===== src/rtl/rf_port_arbiter.sv =====
// rtl/rf_port_arbiter.sv - round-robin arbiter mapping NREQ requesters onto a 1W/2R register file
// Optional read merging of same-address reads: define RF_ARB_READ_MERGE_EN.
module rf_port_arbiter #(
   parameter int DATA_WIDTH = 16,
   parameter int NREQ       = 4
) (
   input  logic                       clk,
   input  logic                       resetn,
   input  logic [NREQ-1:0]            req_valid,
   input  logic [NREQ-1:0]            req_write,
   input  logic [5*NREQ-1:0]          req_addr,
   input  logic [DATA_WIDTH*NREQ-1:0] req_wdata,
   output logic [NREQ-1:0]            gnt,
   output logic [NREQ-1:0]            rsp_valid,
   output logic [DATA_WIDTH*NREQ-1:0] rsp_data,
   output logic                       mem_wen1,
   output logic [4:0]                 mem_wad1,
   output logic [DATA_WIDTH-1:0]      mem_din,
   output logic                       mem_ren1,
   output logic [4:0]                 mem_rad1,
   output logic                       mem_ren2,
   output logic [4:0]                 mem_rad2,
   input  logic [DATA_WIDTH-1:0]      mem_dout1,
   input  logic [DATA_WIDTH-1:0]      mem_dout2,
   input  logic                       mem_collision,
   output logic                       err_collision
);

   localparam int PW = (NREQ > 1) ? $clog2(NREQ) : 1;

   logic [4:0]            addr_a  [NREQ];
   logic [DATA_WIDTH-1:0] wdata_a [NREQ];

   logic [PW-1:0]         ptr;
   logic [PW-1:0]         ptr_nxt;
   logic                  any_gnt;

   logic [NREQ-1:0]       gnt_c;
   logic [NREQ-1:0]       rd_gnt_c;
   logic [NREQ-1:0]       rd_port_c;
   logic                  wen_c;
   logic [4:0]            wad_c;
   logic [DATA_WIDTH-1:0] din_c;
   logic                  ren1_c;
   logic [4:0]            rad1_c;
   logic                  ren2_c;
   logic [4:0]            rad2_c;

   logic [NREQ-1:0]       rsp_valid_q;
   logic [NREQ-1:0]       rsp_port_q;
   logic                  err_q;

   int                    idx;
   logic [PW-1:0]         idx_v;
   logic [4:0]            addr;
   logic                  take;

   for (genvar gi = 0; gi < NREQ; gi++) begin : g_slice
      assign addr_a[gi]  = req_addr[5*gi +: 5];
      assign wdata_a[gi] = req_wdata[DATA_WIDTH*gi +: DATA_WIDTH];
   end

   // Scan from ptr; an op is refused when its class is full or it would
   // present a read/write or read/read pair on the same address.
   always_comb begin
      gnt_c     = '0;
      rd_gnt_c  = '0;
      rd_port_c = '0;
      wen_c     = 1'b0;
      wad_c     = '0;
      din_c     = '0;
      ren1_c    = 1'b0;
      rad1_c    = '0;
      ren2_c    = 1'b0;
      rad2_c    = '0;
      any_gnt   = 1'b0;
      ptr_nxt   = ptr;
      idx       = 0;
      idx_v     = '0;
      addr      = '0;
      take      = 1'b0;
      for (int k = 0; k < NREQ; k++) begin
         idx = int'(ptr) + k;
         if (idx >= NREQ)
            idx = idx - NREQ;
         idx_v = PW'(idx);
         addr  = addr_a[idx_v];
         take  = 1'b0;
         if (req_valid[idx_v]) begin
            if (req_write[idx_v]) begin
               if (!wen_c && !(ren1_c && addr == rad1_c) && !(ren2_c && addr == rad2_c)) begin
                  take  = 1'b1;
                  wen_c = 1'b1;
                  wad_c = addr;
                  din_c = wdata_a[idx_v];
               end
            end else if (!(wen_c && addr == wad_c)) begin
               if (ren1_c && addr == rad1_c) begin
`ifdef RF_ARB_READ_MERGE_EN
                  take             = 1'b1;
                  rd_gnt_c[idx_v]  = 1'b1;
                  rd_port_c[idx_v] = 1'b0;
`endif
               end else if (ren2_c && addr == rad2_c) begin
`ifdef RF_ARB_READ_MERGE_EN
                  take             = 1'b1;
                  rd_gnt_c[idx_v]  = 1'b1;
                  rd_port_c[idx_v] = 1'b1;
`endif
               end else if (!ren1_c) begin
                  take             = 1'b1;
                  ren1_c           = 1'b1;
                  rad1_c           = addr;
                  rd_gnt_c[idx_v]  = 1'b1;
                  rd_port_c[idx_v] = 1'b0;
               end else if (!ren2_c) begin
                  take             = 1'b1;
                  ren2_c           = 1'b1;
                  rad2_c           = addr;
                  rd_gnt_c[idx_v]  = 1'b1;
                  rd_port_c[idx_v] = 1'b1;
               end
            end
         end
         if (take) begin
            gnt_c[idx_v] = 1'b1;
            if (!any_gnt) begin
               any_gnt = 1'b1;
               ptr_nxt = (idx == NREQ - 1) ? '0 : PW'(idx + 1);
            end
         end
      end
   end

   assign gnt      = resetn ? gnt_c  : '0;
   assign mem_wen1 = resetn & wen_c;
   assign mem_wad1 = resetn ? wad_c  : '0;
   assign mem_din  = resetn ? din_c  : '0;
   assign mem_ren1 = resetn & ren1_c;
   assign mem_rad1 = resetn ? rad1_c : '0;
   assign mem_ren2 = resetn & ren2_c;
   assign mem_rad2 = resetn ? rad2_c : '0;

   always_ff @(posedge clk) begin
      if (!resetn) begin
         ptr         <= '0;
         rsp_valid_q <= '0;
         rsp_port_q  <= '0;
         err_q       <= 1'b0;
      end else begin
         if (any_gnt)
            ptr <= ptr_nxt;
         rsp_valid_q <= rd_gnt_c;
         rsp_port_q  <= rd_port_c;
         if (mem_collision)
            err_q <= 1'b1;
      end
   end

   // Tags select which registered read port feeds each requester's response.
   for (genvar gi = 0; gi < NREQ; gi++) begin : g_rsp
      assign rsp_data[DATA_WIDTH*gi +: DATA_WIDTH] =
         rsp_valid_q[gi] ? (rsp_port_q[gi] ? mem_dout2 : mem_dout1) : '0;
   end

   assign rsp_valid     = rsp_valid_q;
   assign err_collision = err_q;

endmodule


===== config.mk =====
export PLATFORM = sky130hd
export DESIGN_NAME = rf_port_arbiter
export DESIGN_NICKNAME = d
export VERILOG_FILES = /design/src/rtl/rf_port_arbiter.sv
export SDC_FILE = /design/constraint.sdc
export NUM_CORES = 1
export LEC_CHECK = 0
export BUFFER_PORTS_ARGS = -buffer_cell sky130_fd_sc_hd__buf_2
export CORE_UTILIZATION = 45
export CTS_CLUSTER_SIZE = 28
export DETAILED_ROUTE_END_ITERATION = 7
export PLACE_DENSITY_LB_ADDON = 0.15
export SLEW_MARGIN = 20
export SYNTH_ARGS = -nofsm -noshare
export SYNTH_HDL_FRONTEND = slang
export SYNTH_SLANG_ARGS = --single-unit

===== constraint.sdc =====
create_clock -name clk -period 6.28 [get_ports clk]
set_clock_uncertainty 0.15 [all_clocks]
set_input_delay 0.314 -clock clk [delete_from_list [all_inputs] [get_ports clk]]
set_output_delay 0.314 -clock clk [all_outputs]
set_load 0.005 [all_outputs]

**Yosys cells after proc, flatten, opt, wreduce, memory -nomap -nowiden**

Cells that the tools add are included.

- Register bits after elaboration: 11
- Bits of input ports: 127
- Output and inout port bits: 107
- Logic and storage cells: 336

- Add/sub/neg operators: 11
- $lt $le $gt $ge: 16
- Equal/unequal tests: 12
- Mux-type cells: 249
- Bitwise logic cells: 19
- Reduce and logical (&&, ||, !) cells: 25

Operators with widths:

| operator | count |
|---|---|
| $mux 16 | 28 |
| $mux 5 | 60 |
| $mux 4 | 44 |
| $bmux 16 s2 | 4 |
| $eq 32x3->1 const B | 4 |
| $mux 32 | 4 |
| $mux 1 | 82 |
| $bmux 5 s2 | 4 |
| $eq 5x5->1 | 8 |
| $or 4x4->4 | 8 |
| $mux 2 | 11 |
| $ge 3x3->1 const B | 7 |
| $logic_and 1x1->1 | 17 |
| $bmux 1 s2 | 8 |
| $lt 2x3->1 const B | 4 |
| $not 2->3 | 4 |
| $sub 3x3->4 const B | 3 |
| $add 2x2->2 const B | 4 |
| $and 4x4->4 | 2 |
| $demux 1 s2 | 4 |
| $ge 2x1->1 const B | 4 |
| $logic_not 1->1 | 8 |
| $not 4->4 | 2 |
| $add 2x2->3 const B | 2 |
| other kinds (4) | 6 |

**Logic depth before layout (Yosys ltp)**

Gate-level depths: netlist of run 1.

- Word-level depth: 31
- Gate-level depth with buffers: 26
- Depth with buffers taken out: 15

**Worst setup path before layout of run 1**

No wires, ideal clock.

- Path type: register to output
- From: reg ptr[0]
- To: out mem_rad1[0]
- Arrival: 6237 ps
- Required time: 5816 ps
- Path slack: -421 ps
- Stages on the path, launching flop included: 26
- Path buffers: 11
- Path through: dfxtp_1 -> buf_6 -> buf_6 -> buf_4 -> buf_2 -> clkbuf_1 -> clkbuf_1 -> clkbuf_1 -> inv_1 -> ha_1 -> buf_2 -> buf_2 -> mux4_2 -> buf_4 -> a222oi_1 -> o221ai_1 -> and3_1 -> buf_2 -> a21oi_4 -> a21oi_2 -> nor4b_2 -> a31oi_1 -> o41ai_4 -> nor2_1 -> a221oi_1 -> nor2_1

- Word-level cells in the longest chain between the ends: 29
- Elaborated cells between the ends (all ways): 141
- Those cells by class: 7 x add/sub; 4 x order compare; 8 x eq/ne; 102 x mux; 4 x bitwise; 16 x reduce/logical

Ends and longest elaborated chain:

| item | RTL line | text |
|---|---|---|
| start, declared | 34 | `logic [PW-1:0] ptr;` |
| start signal, assigned | 152 | `ptr <= ptr_nxt;` |
| parallel branches: the longest is 27 deep, another holds $sub 3x3->4 | -- |  |
| $mux 5 (*) | 89 | `if (req_valid[idx_v]) begin` |
| $mux 5 (*) | 140 | `assign mem_rad1 = resetn ? rad1_c : '0;` |
| end, declared | 20 | `output logic [4:0] mem_rad1,` |

Mark *: on every way between the ends. The select of a mux whose other input is x is not followed.

**Final worst setup path of run 1**

Ends and elaborated chain as after synthesis.

==> run metrics, run 1 <==
run status=finished, final reports clean; Detail Route Antenna Nets=0; worst r2r src=ptr[0]$_SDFFE_PN0P_; Buf/Inv on CP=2; global-route usage over all layers=30.2%; CTS tree=built; worst path required time=5.82 ns; GRT Residual Overflow=0; prevailing post-synth register cell=dfxtp_1; leakage=2.93 nW; switch share=56.5%; net count after synthesis=892; critical-path cell list=inv_1 -> ha_2 -> mux4_2 -> a222oi_1 -> o221ai_1 -> and3_1 -> a21oi_4 -> a21oi_2 -> nor4b_2 -> a31oi_1 -> o41ai_4 -> nor2_1 -> a221oi_1 -> nor2_1 -> buf_2; Worst Path Max Fanout=18; Hold Path Class=in -> reg; cell at the root of the clock tree=clkbuf_16; Fin. Hold Viols=0; Vert. Die Dim=118 um; RSZ-0062 raised after global routing=yes; Reg clk slew, reported paths=0.04 ns; first-pass GRT wire length=34.8 mm; post-synthesis simple-gate area fraction=a little over a fifth; # setup viols final=0; Critical Path Most Common Cell=nor2_1; worst setup path class=reg -> out; Worst-Margin Slew=1.01 ns; hold_sp=mem_collision; area of the mapped netlist=6050 sq um; R2R Setup Slk=0.81 ns; Nets=about 1.1k; CP startpoint kind=flip-flop; cell internal pwr=1.66 mW; Ports=about 230; Worst EP arrival=5.60 ns; Slew Limit Fails=0; Final Util=56.6%; cell count after synthesis=between 700 and 800; P_sw=2.15 mW; CP max stage cell=a222oi_1; routed vias=7,066; Initial Utilization=roughly 47%; mux cell area share after synthesis=40.2%; dpl ws=0.524 ns; Comb pwr share=91.3%; Async SR Flop Fraction=0%; antenna violations before repair=0; Max VDD drop=around 0.00026 V; total power per unit cell area=523 nW/um^2; Synth cell types=69; row count=a little over 40; post-synthesis compound-gate area fraction=roughly a quarter; routed vias/inst=~6.4; n_diodes=0; Die Width=around 120 um; GP Congestion=1.00; initial DRC count=~860; largest family of logic cells by synthesized area=multiplexers; Routed WL=21.2 mm; clock sink total=11; largest net degree at the start of global routing=70; synthesized flop and latch total=11; HPWL Detailed=15.9 mm; wire per inst=approximately 19 um; port bufs=around 230; number of synthesized flops with an enable pin=0; maximum clock frequency=around 160 MHz; Core ar.=12,900 sq um; Seq pwr share=5.6%; Synth Area in XOR/XNOR=2.75%; Pwr Total=3.81 mW; DRC viols=0; total die area=13,900 sq um; TritonCTS buffer count=3; Synth Area in Adders=0.827%; Yosys warning total=0; DR pass1 iterations=5; minimum clock period after layout=6.06 ns; Skew-Pair Late Insertion Delay=~0.24 ns; Seq/Total Area, Yosys=roughly 3.6%; final worst-path setup slack=0.217 ns; CTS hold repair buffers=0; Relative slew margins=32.9%; Avg Cell Area, Syn=7.95 sq um; vias in the first global route=6,681; CP endpoint kind=output pin; MaxCap Viol Count=0; Worst Setup SP=ptr[0]$_SDFFE_PN0P_; Max Root-Sink Buffers=2; layout cells sized above 1=35.6%; Area Growth Syn to Fin=20.6%; CP top delay family=compound AO/OA/AOI/OAI gates; H-tree levels=1; Worst path max stage delay=0.67 ns; clock power share=3.1%; final period utilization=96.6%
==> layout make-up <==
class,instances,area [sq um]
Fill cell,1247,5580
Multi-Input combinational cell,653,5440
Timing Repair Buffer,246,1270
Sequential cell,11,225
Tap cell,172,215
Clock buffer,4,78.8
Inverter,18,67.6
==> worst paths after layout <==
kind | cells after the start | endpoint
max reg2reg | 15 | ptr[0]$_SDFFE_PN0P_
min | 3 | err_collision$_SDFFE_PN0P_
min reg2reg | 2 | err_collision$_SDFFE_PN0P_
max | 15 | mem_rad1[0]
==> through the flow <==
stage / cells / setup TNS (ns) / cell area [sq um] / hold WS, ns
6_report: 1104 / 0 / 7290 / 0.131
5_1_grt: 1104 / -0.0328 / 7290 / 0.157
4_1_cts: 1104 / 0 / 7280 / 0.130
3_5_place_dp: 1100 / 0 / 7200 / 0.306
3_3_place_gp: 1100 / 0 / 7200 / 0.290
2_1_floorplan: 761 / 0 / 6060 / 0.280
==> tightest hold or removal path: cells and delay by family <==
kind | cells | cell delay [ns]
and+or+nand+nor | 2 | 0.09
buffers and inverters | 1 | 0.07
==> metal layers <==
| layer | up-vias | part of all wire (%) | global-route usage [%] |
|---|---|---|---|
| met5 | - | 0 | 0 |
| met4 | 0 | 2.1 | 8.73 |
| met3 | 48 | 9.6 | 6.83 |
| met2 | 376 | 46 | 49.4 |
| met1 | 3338 | 42 | 39.5 |
| li1 | 3304 | - | - |
==> cell usage in the layout, fill, tap and decap left out, types with 4 or more instances in the layout <==
cell       count
a21oi_1       19
a221oi_1       9
a222oi_1       5
a22o_1        10
a22oi_1       11
a31oi_1       31
and3b_1        4
buf_2        233
buf_4         12
dfxtp_1        9
inv_1         17
mux2_2         7
mux2i_1      108
mux4_2        56
nand2_1       89
nand2b_1       8
nand3_1        6
nand4_1        4
nor2_1        44
nor2b_1       71
nor3_1         6
nor4_1         5
o211ai_1       5
o21ai_0       33
o221ai_1      18
o22ai_1       22
o2bb2ai_1      5
xnor2_1       12
xor2_1         7
==> cell families after synthesis <==
group / count (synthesis)
and+or+nand+nor: 256
AOI/OAI and AO/OA: 202
muxes: 172
buffers and inverters: 97
xor gates and xnor gates: 19
DFF: 11
adders and majority gates: 4
==> flip-flops by register name, indices dropped and copies added (netlist names) <==
name           flops
err_collision      1
rsp_port_q         4
rsp_valid          4
ptr                2
==> cell usage after synthesis (all sizes together) (7+ instances only) <==
library cell    n  share of area, %
mux2i         108                18
nand2          89               5.5
nor2b          73               7.5
clkbuf         56               3.5
mux4           56                21
nor2           45               2.8
o21ai          35               2.9
a31oi          32               3.3
buf            23               2.1
o22ai          22               2.3
a21oi          21               2.0
o221ai         18               2.6
inv            17               1.1
xnor2          12               1.7
a22oi          11               1.4
dfxtp          11               3.6
a22o           10               1.4
a221oi          9               1.3
mux2            8               1.5
nand2b          8              0.83
o211ai          7               1.0
xor2            7               1.0
==> power by group through the flow <==
stage | registers (mW) | logic (mW) | clock network, mW
2_1_floorplan | 0.113 | 2.64 | 0
3_3_place_gp | 0.214 | 3.42 | 0
3_5_place_dp | 0.213 | 3.41 | 0
4_1_cts | 0.213 | 3.43 | 0.121
5_1_grt | 0.226 | 3.77 | 0.125
6_report | 0.214 | 3.48 | 0.119
==> timing repair <==
| item | CTS | global route |
|---|---|---|
| buffers inserted | 0 | 0 |
| setup endpoints to repair | 0 | 26 |
| resized for setup | 0 | 3 |
Note: power is estimated with default switching activity, not from simulation.
==> run 2, diff against run 1 <==
--- a/config.mk
+++ b/config.mk
@@ -6,7 +6,7 @@
 export NUM_CORES = 1
 export LEC_CHECK = 0
 export BUFFER_PORTS_ARGS = -buffer_cell sky130_fd_sc_hd__buf_2
-export CORE_UTILIZATION = 45
+export CORE_UTILIZATION = 34
 export CTS_CLUSTER_SIZE = 28
 export DETAILED_ROUTE_END_ITERATION = 7
 export PLACE_DENSITY_LB_ADDON = 0.15
==> run 2 against run 1 <==
Against the previous run: non-clock buffer count unchanged; die area grew 32%; largest cell class unchanged; largest power group unchanged; critical endpoint is now mem_rad1[2]; highest routed layer is now met5; critical path type unchanged; clock power barely moved.
==> run metrics, run 2 (same netlist as run 1, synthesis figures left out) <==
layout cells sized above 1=35.3%; CP endpoint kind=output pin; Max Root-Sink Buffers=2; P_sw=2.16 mW; total die area=18,300 sq um; TritonCTS buffer count=3; Worst Path Max Fanout=17; routed vias=6,969; leakage=2.93 nW; Hold Path Class=in -> reg; Max VDD drop=approximately 0.00036 V; design area=approximately 7400 sq um; Skew-Pair Late Insertion Delay=0.24 ns; GP Congestion=about 0.94; cell at the root of the clock tree=clkbuf_16; commonest cells after routing, fill and taps aside=233 x buf_2, 108 x mux2i_1, 89 x nand2_1; Comb pwr share=91.6%; Reg clk slew, reported paths=0.05 ns; R2R Setup Slk=0.98 ns; wire per inst=between 15 and 20 um; worst r2r src=ptr[0]$_SDFFE_PN0P_; dpl ws=0.724 ns; Die Width=135 um; HPWL Detailed=16.8 mm; Area Growth Syn to Fin=21.5%; worst setup path class=reg -> out; Vert. Die Dim=135 um; # setup viols final=0; minimum clock period after layout=5.92 ns; Critical Path Most Common Cell=nor2_1; maximum clock frequency=169 MHz; vias in the first global route=between 6k and 7k; clock sink total=11; Fin. Hold Viols=0; first-pass GRT wire length=34.8 mm; Ports=234; global-route usage over all layers=23.5%; antenna violations before repair=1; GRT Residual Overflow=0; H-tree levels=1; clock power share=3.2%; Final Util=42.4%; n_diodes=0; Worst EP arrival=5.45 ns; port bufs=between 200 and 250; worst path required time=5.82 ns; total power per unit cell area=519 nW/um^2; cell internal pwr=about 1.7 mW; switch share=56.6%; hold_sp=mem_collision; Nets=approximately 1.1k; crit path to=mem_rad1[2]; Worst Setup SP=ptr[0]$_SDFFE_PN0P_; CTS tree=built; commonest non-fill, non-tap cell in the layout=buf_2; Worst R2R End=ptr[1]$_SDFFE_PN0P_; Cell Area, Placed=7270 sq um; cts repair resizes=0; Initial Utilization=34.9%; Detail Route Antenna Nets=0; final worst-path setup slack=0.363 ns; Worst path max stage delay=about 0.57 ns; setup_tns=0 ns; run status=finished, final reports clean; Core ar.=17,400 sq um; CP startpoint kind=flip-flop; R2R cell count=15; row count=48; routed vias/inst=6.02; CTS hold repair buffers=0; MaxCap Viol Count=0; Slew Limit Fails=0; final period utilization=94.2%; RSZ-0062 raised after global routing=no; largest net degree at the start of global routing=just under 70; postcts setup bufs=0; CP max stage cell=ha_2; initial DRC count=610; Relative slew margins=29.4%; DR pass1 iterations=5; critical-path cell list=inv_1 -> ha_2 -> mux4_2 -> nor2b_1 -> nand3_1 -> nor2_1 -> nor4_1 -> o211ai_2 -> a21oi_2 -> nor4b_2 -> a31oi_1 -> o41ai_4 -> nor2_1 -> a221oi_1 -> nor2_1 -> buf_2; Pwr Total=3.82 mW; Seq pwr share=5.2%; Worst-Margin Slew=1.06 ns; Routed WL=22.2 mm; DRC viols=0
[run 2: changes by cell type in the layout (fill, tap and decap cells not counted)]
cell,change
nor2b_2,-2
nor2b_1,+2
nor2_1,+1
nor2_2,-1
[run 2: power by group through the flow]
stage	sequential [mW]	clock [mW]	combinational, mW
detailed placement	0.200	0	3.45
global placement	0.201	0	3.48
finish	0.198	0.121	3.50
floorplan	0.113	0	2.64
global route	0.208	0.127	3.81
CTS	0.199	0.123	3.46
[run 2: stage by stage]
| stage | std cells | hold WS, ns |
|---|---|---|
| after floorplan | 761 | 0.280 |
| after global routing | 1157 | 0.182 |
| after CTS | 1157 | 0.143 |
| after global placement | 1153 | 0.341 |
| after detailed placement | 1153 | 0.351 |
| final | 1157 | 0.142 |
[run 2: layout make-up]
cell class                      count  area (sq um)
Sequential cell                    11           225
Multi-Input combinational cell    653          5430
Fill cell                        1764         10000
Tap cell                          225           282
Clock buffer                        4          78.8
Timing Repair Buffer              246          1270
Inverter                           18          67.6
[run 2: metal layers]
layer  vias to the layer above  global-route usage, %  routed length, um
met3                        30                   2.69               1820
met5                         -                      0                 10
met4                         2                   4.00                331
met1                      3300                   33.1              10000
li1                       3284                      -                  -
met2                       353                   38.8              10100
[run 2: worst max-delay path, delay by kind of cell (launching register included)]
family	cells	cell delay (ns)
flip-flops	1	0.33
adder cells (fa/ha/maj)	1	0.57
AND/OR/NAND/NOR	7	1.98
multiplexers	1	0.56
buffers and inverters	2	0.19
AO/OA/AOI/OAI	5	1.56
[run 2: worst min-delay path by stage]
stage / cells after the start / endpoint
finish: 3 / err_collision$_SDFFE_PN0P_
global route: 3 / err_collision$_SDFFE_PN0P_
CTS: 3 / err_collision$_SDFFE_PN0P_
detailed placement: 2 / err_collision$_SDFFE_PN0P_
global placement: 2 / err_collision$_SDFFE_PN0P_
floorplan: 2 / err_collision$_SDFFE_PN0P_
==> run 3, diff against run 2 <==
--- a/config.mk
+++ b/config.mk
@@ -10,6 +10,7 @@
 export CTS_CLUSTER_SIZE = 28
 export DETAILED_ROUTE_END_ITERATION = 7
 export PLACE_DENSITY_LB_ADDON = 0.15
+export REMOVE_ABC_BUFFERS = 1
 export SLEW_MARGIN = 20
 export SYNTH_ARGS = -nofsm -noshare
 export SYNTH_HDL_FRONTEND = slang
==> run 3 against run 2 <==
Against the previous run: flip-flop and latch count is the same; worst setup slack gained 0.13 ns; sequential power grew 5%; clock-buffer cell count unchanged; global-route usage increased by 0.89 points; utilization grew 0.27 points; via count up 0.52%; first-iteration DRC count down 19%; register-to-register slack better by 0.04 ns; final cell count increased by 0.43%; power rose by 1.4%.
==> run metrics, run 3 (same netlist as run 1, synthesis figures left out) <==
maximum clock frequency=approximately 170 MHz; n_diodes=0; Reg clk slew, reported paths=0.04 ns; HPWL Detailed=17.4 mm; Relative slew margins=a little under a third; worst path required time=5.82 ns; port bufs=~230; design area=7400 sq um; Seq pwr share=under 10%; Max VDD drop=0.000202 V; Hold Path Class=in -> reg; global-route usage over all layers=24.4%; DRC viols=0; commonest non-fill, non-tap cell in the layout=buf_2; antenna violations before repair=0; total die area=18,300 sq um; total power per unit cell area=roughly 520 nW/um^2; H-tree levels=1; fill count=1,798; clock power share=3.0%; largest net degree at the start of global routing=55; cell internal pwr=1.68 mW; switch share=56.5%; TritonCTS buffer count=3; wire per inst=19.7 um; routed vias=7,005; worst hold slack=0.135 ns; clock sink total=11; Worst-Margin Slew=~1.0 ns; dpl ws=0.716 ns; P_sw=2.19 mW; GRT Residual Overflow=0; layout cells sized above 1=35.8%; Detail Route Antenna Nets=0; DR pass1 iterations=7; Routed WL=22.9 mm; register area=roughly 230 sq um; Vert. Die Dim=135 um; first-pass GRT wire length=36.2 mm; Worst EP arrival=5.32 ns; Nets=1,069; Worst Path Max Fanout=18; GP Congestion=a little under 1; Initial Utilization=34.9%; RSZ-0062 raised after global routing=no; cell at the root of the clock tree=clkbuf_16; CP startpoint kind=flip-flop; Fin. Hold Viols=0; final worst-path setup slack=around 0.49 ns; initial DRC count=496; MaxCap Viol Count=0; Die Width=135 um; Slew Limit Fails=0; minimum clock period after layout=5.79 ns; # setup viols final=0; run status=finished, final reports clean; final period utilization=92.2%; vias in the first global route=6,559; CTS tree=built; CP endpoint kind=output pin; postcts setup bufs=0; worst setup path class=reg -> out; row count=48; Cell Area, Placed=between 7000 and 8000 sq um; leakage=2.95 nW; area of the multi-input gates=between 5000 and 6000 sq um; Skew-Pair Late Insertion Delay=around 0.24 ns; Area Growth Syn to Fin=22.3%; Core ar.=17,400 sq um; Comb pwr share=91.7%; Ports=234; routed vias/inst=6.03; Max Root-Sink Buffers=2; commonest cells after routing, fill and taps aside=233 x buf_2, 108 x mux2i_1, 89 x nand2_1
[run 3: cell count changes in the layout (fill, tap and decap cells not counted)]
cell     previous run  this run
a21oi_2             1         0
a21oi_4             1         2
buf_4              12        17
nor2b_1            73        72
nor2b_2             0         1
[run 3: metrics by stage]
| stage | TNS [ns] | total power [mW] | util (%) | cells |
|---|---|---|---|---|
| after floorplan | -163.27 | 2.71 | - | 682 |
| after global placement | 0 | 3.73 | 42.1 | 1158 |
| after detailed placement | 0 | 3.69 | 42.1 | 1158 |
| after CTS | 0 | 3.82 | 42.6 | 1162 |
| after global routing | 0 | 4.21 | 42.6 | 1162 |
| final | 0 | 3.87 | 42.6 | 1162 |
[run 3: timing repair]
item                                    4_1_cts  5_1_grt
hold buffers                                  0        0
endpoints found under the setup margin        0        4
hold endpoints to repair                      0        0
gates resized for setup                       0        2
[run 3: metal layers]
| layer | global-route usage [%] | vias to the layer above | share of wire [%] |
|---|---|---|---|
| li1 | - | 3292 | - |
| met1 | 35.4 | 3335 | 46 |
| met2 | 37.4 | 347 | 44 |
| met3 | 4.86 | 31 | 8.7 |
| met4 | 4.37 | 0 | 1.6 |
| met5 | 0 | - | 0 |
[run 3: path summary, 6_finish.rpt]
path                                   start                         end  slack, ns  depth (start not counted)
setup / recovery         ptr[1]$_SDFFE_PN0P_                 mem_rad1[4]       0.49                         16
hold / removal                 mem_collision  err_collision$_SDFFE_PN0P_       0.13                          3
setup reg to reg         ptr[1]$_SDFFE_PN0P_         ptr[1]$_SDFFE_PN0P_       1.02                         16
hold reg to reg   err_collision$_SDFFE_PN0P_  err_collision$_SDFFE_PN0P_       0.31                          2
[run 3: power groups by stage]
stage,Combinational (mW),Sequential (mW),Clock [mW]
5_1_grt,3.87,0.214,0.122
4_1_cts,3.50,0.205,0.118
3_3_place_gp,3.52,0.208,0
2_1_floorplan,2.40,0.309,0
3_5_place_dp,3.49,0.206,0
6_report,3.55,0.207,0.114
[run 3: worst max-delay path, cell delays in order (launching register included)]
cell and delay, ns:
dfxtp_2 0.31, inv_1 0.03, buf_4 0.15, ha_2 0.58
mux4_2 0.52, a222oi_1 0.54, o221ai_1 0.26, and3_1 0.50
a21oi_4 0.33, a21oi_4 0.11, nor4b_2 0.28, a31oi_1 0.11
o41ai_4 0.54, nor2_1 0.28, a221oi_1 0.31, nor2_1 0.07
buf_2 0.14
[run 3: area by class of cell]
| cell class | count | share of cell area (%) |
|---|---|---|
| Multi-Input combinational cell | 653 | 73.5 |
| Timing Repair Buffer | 251 | 17.6 |
| Tap cell | 225 | 3.80 |
| Sequential cell | 11 | 3.04 |
| Clock buffer | 4 | 1.07 |
| Inverter | 18 | 0.913 |
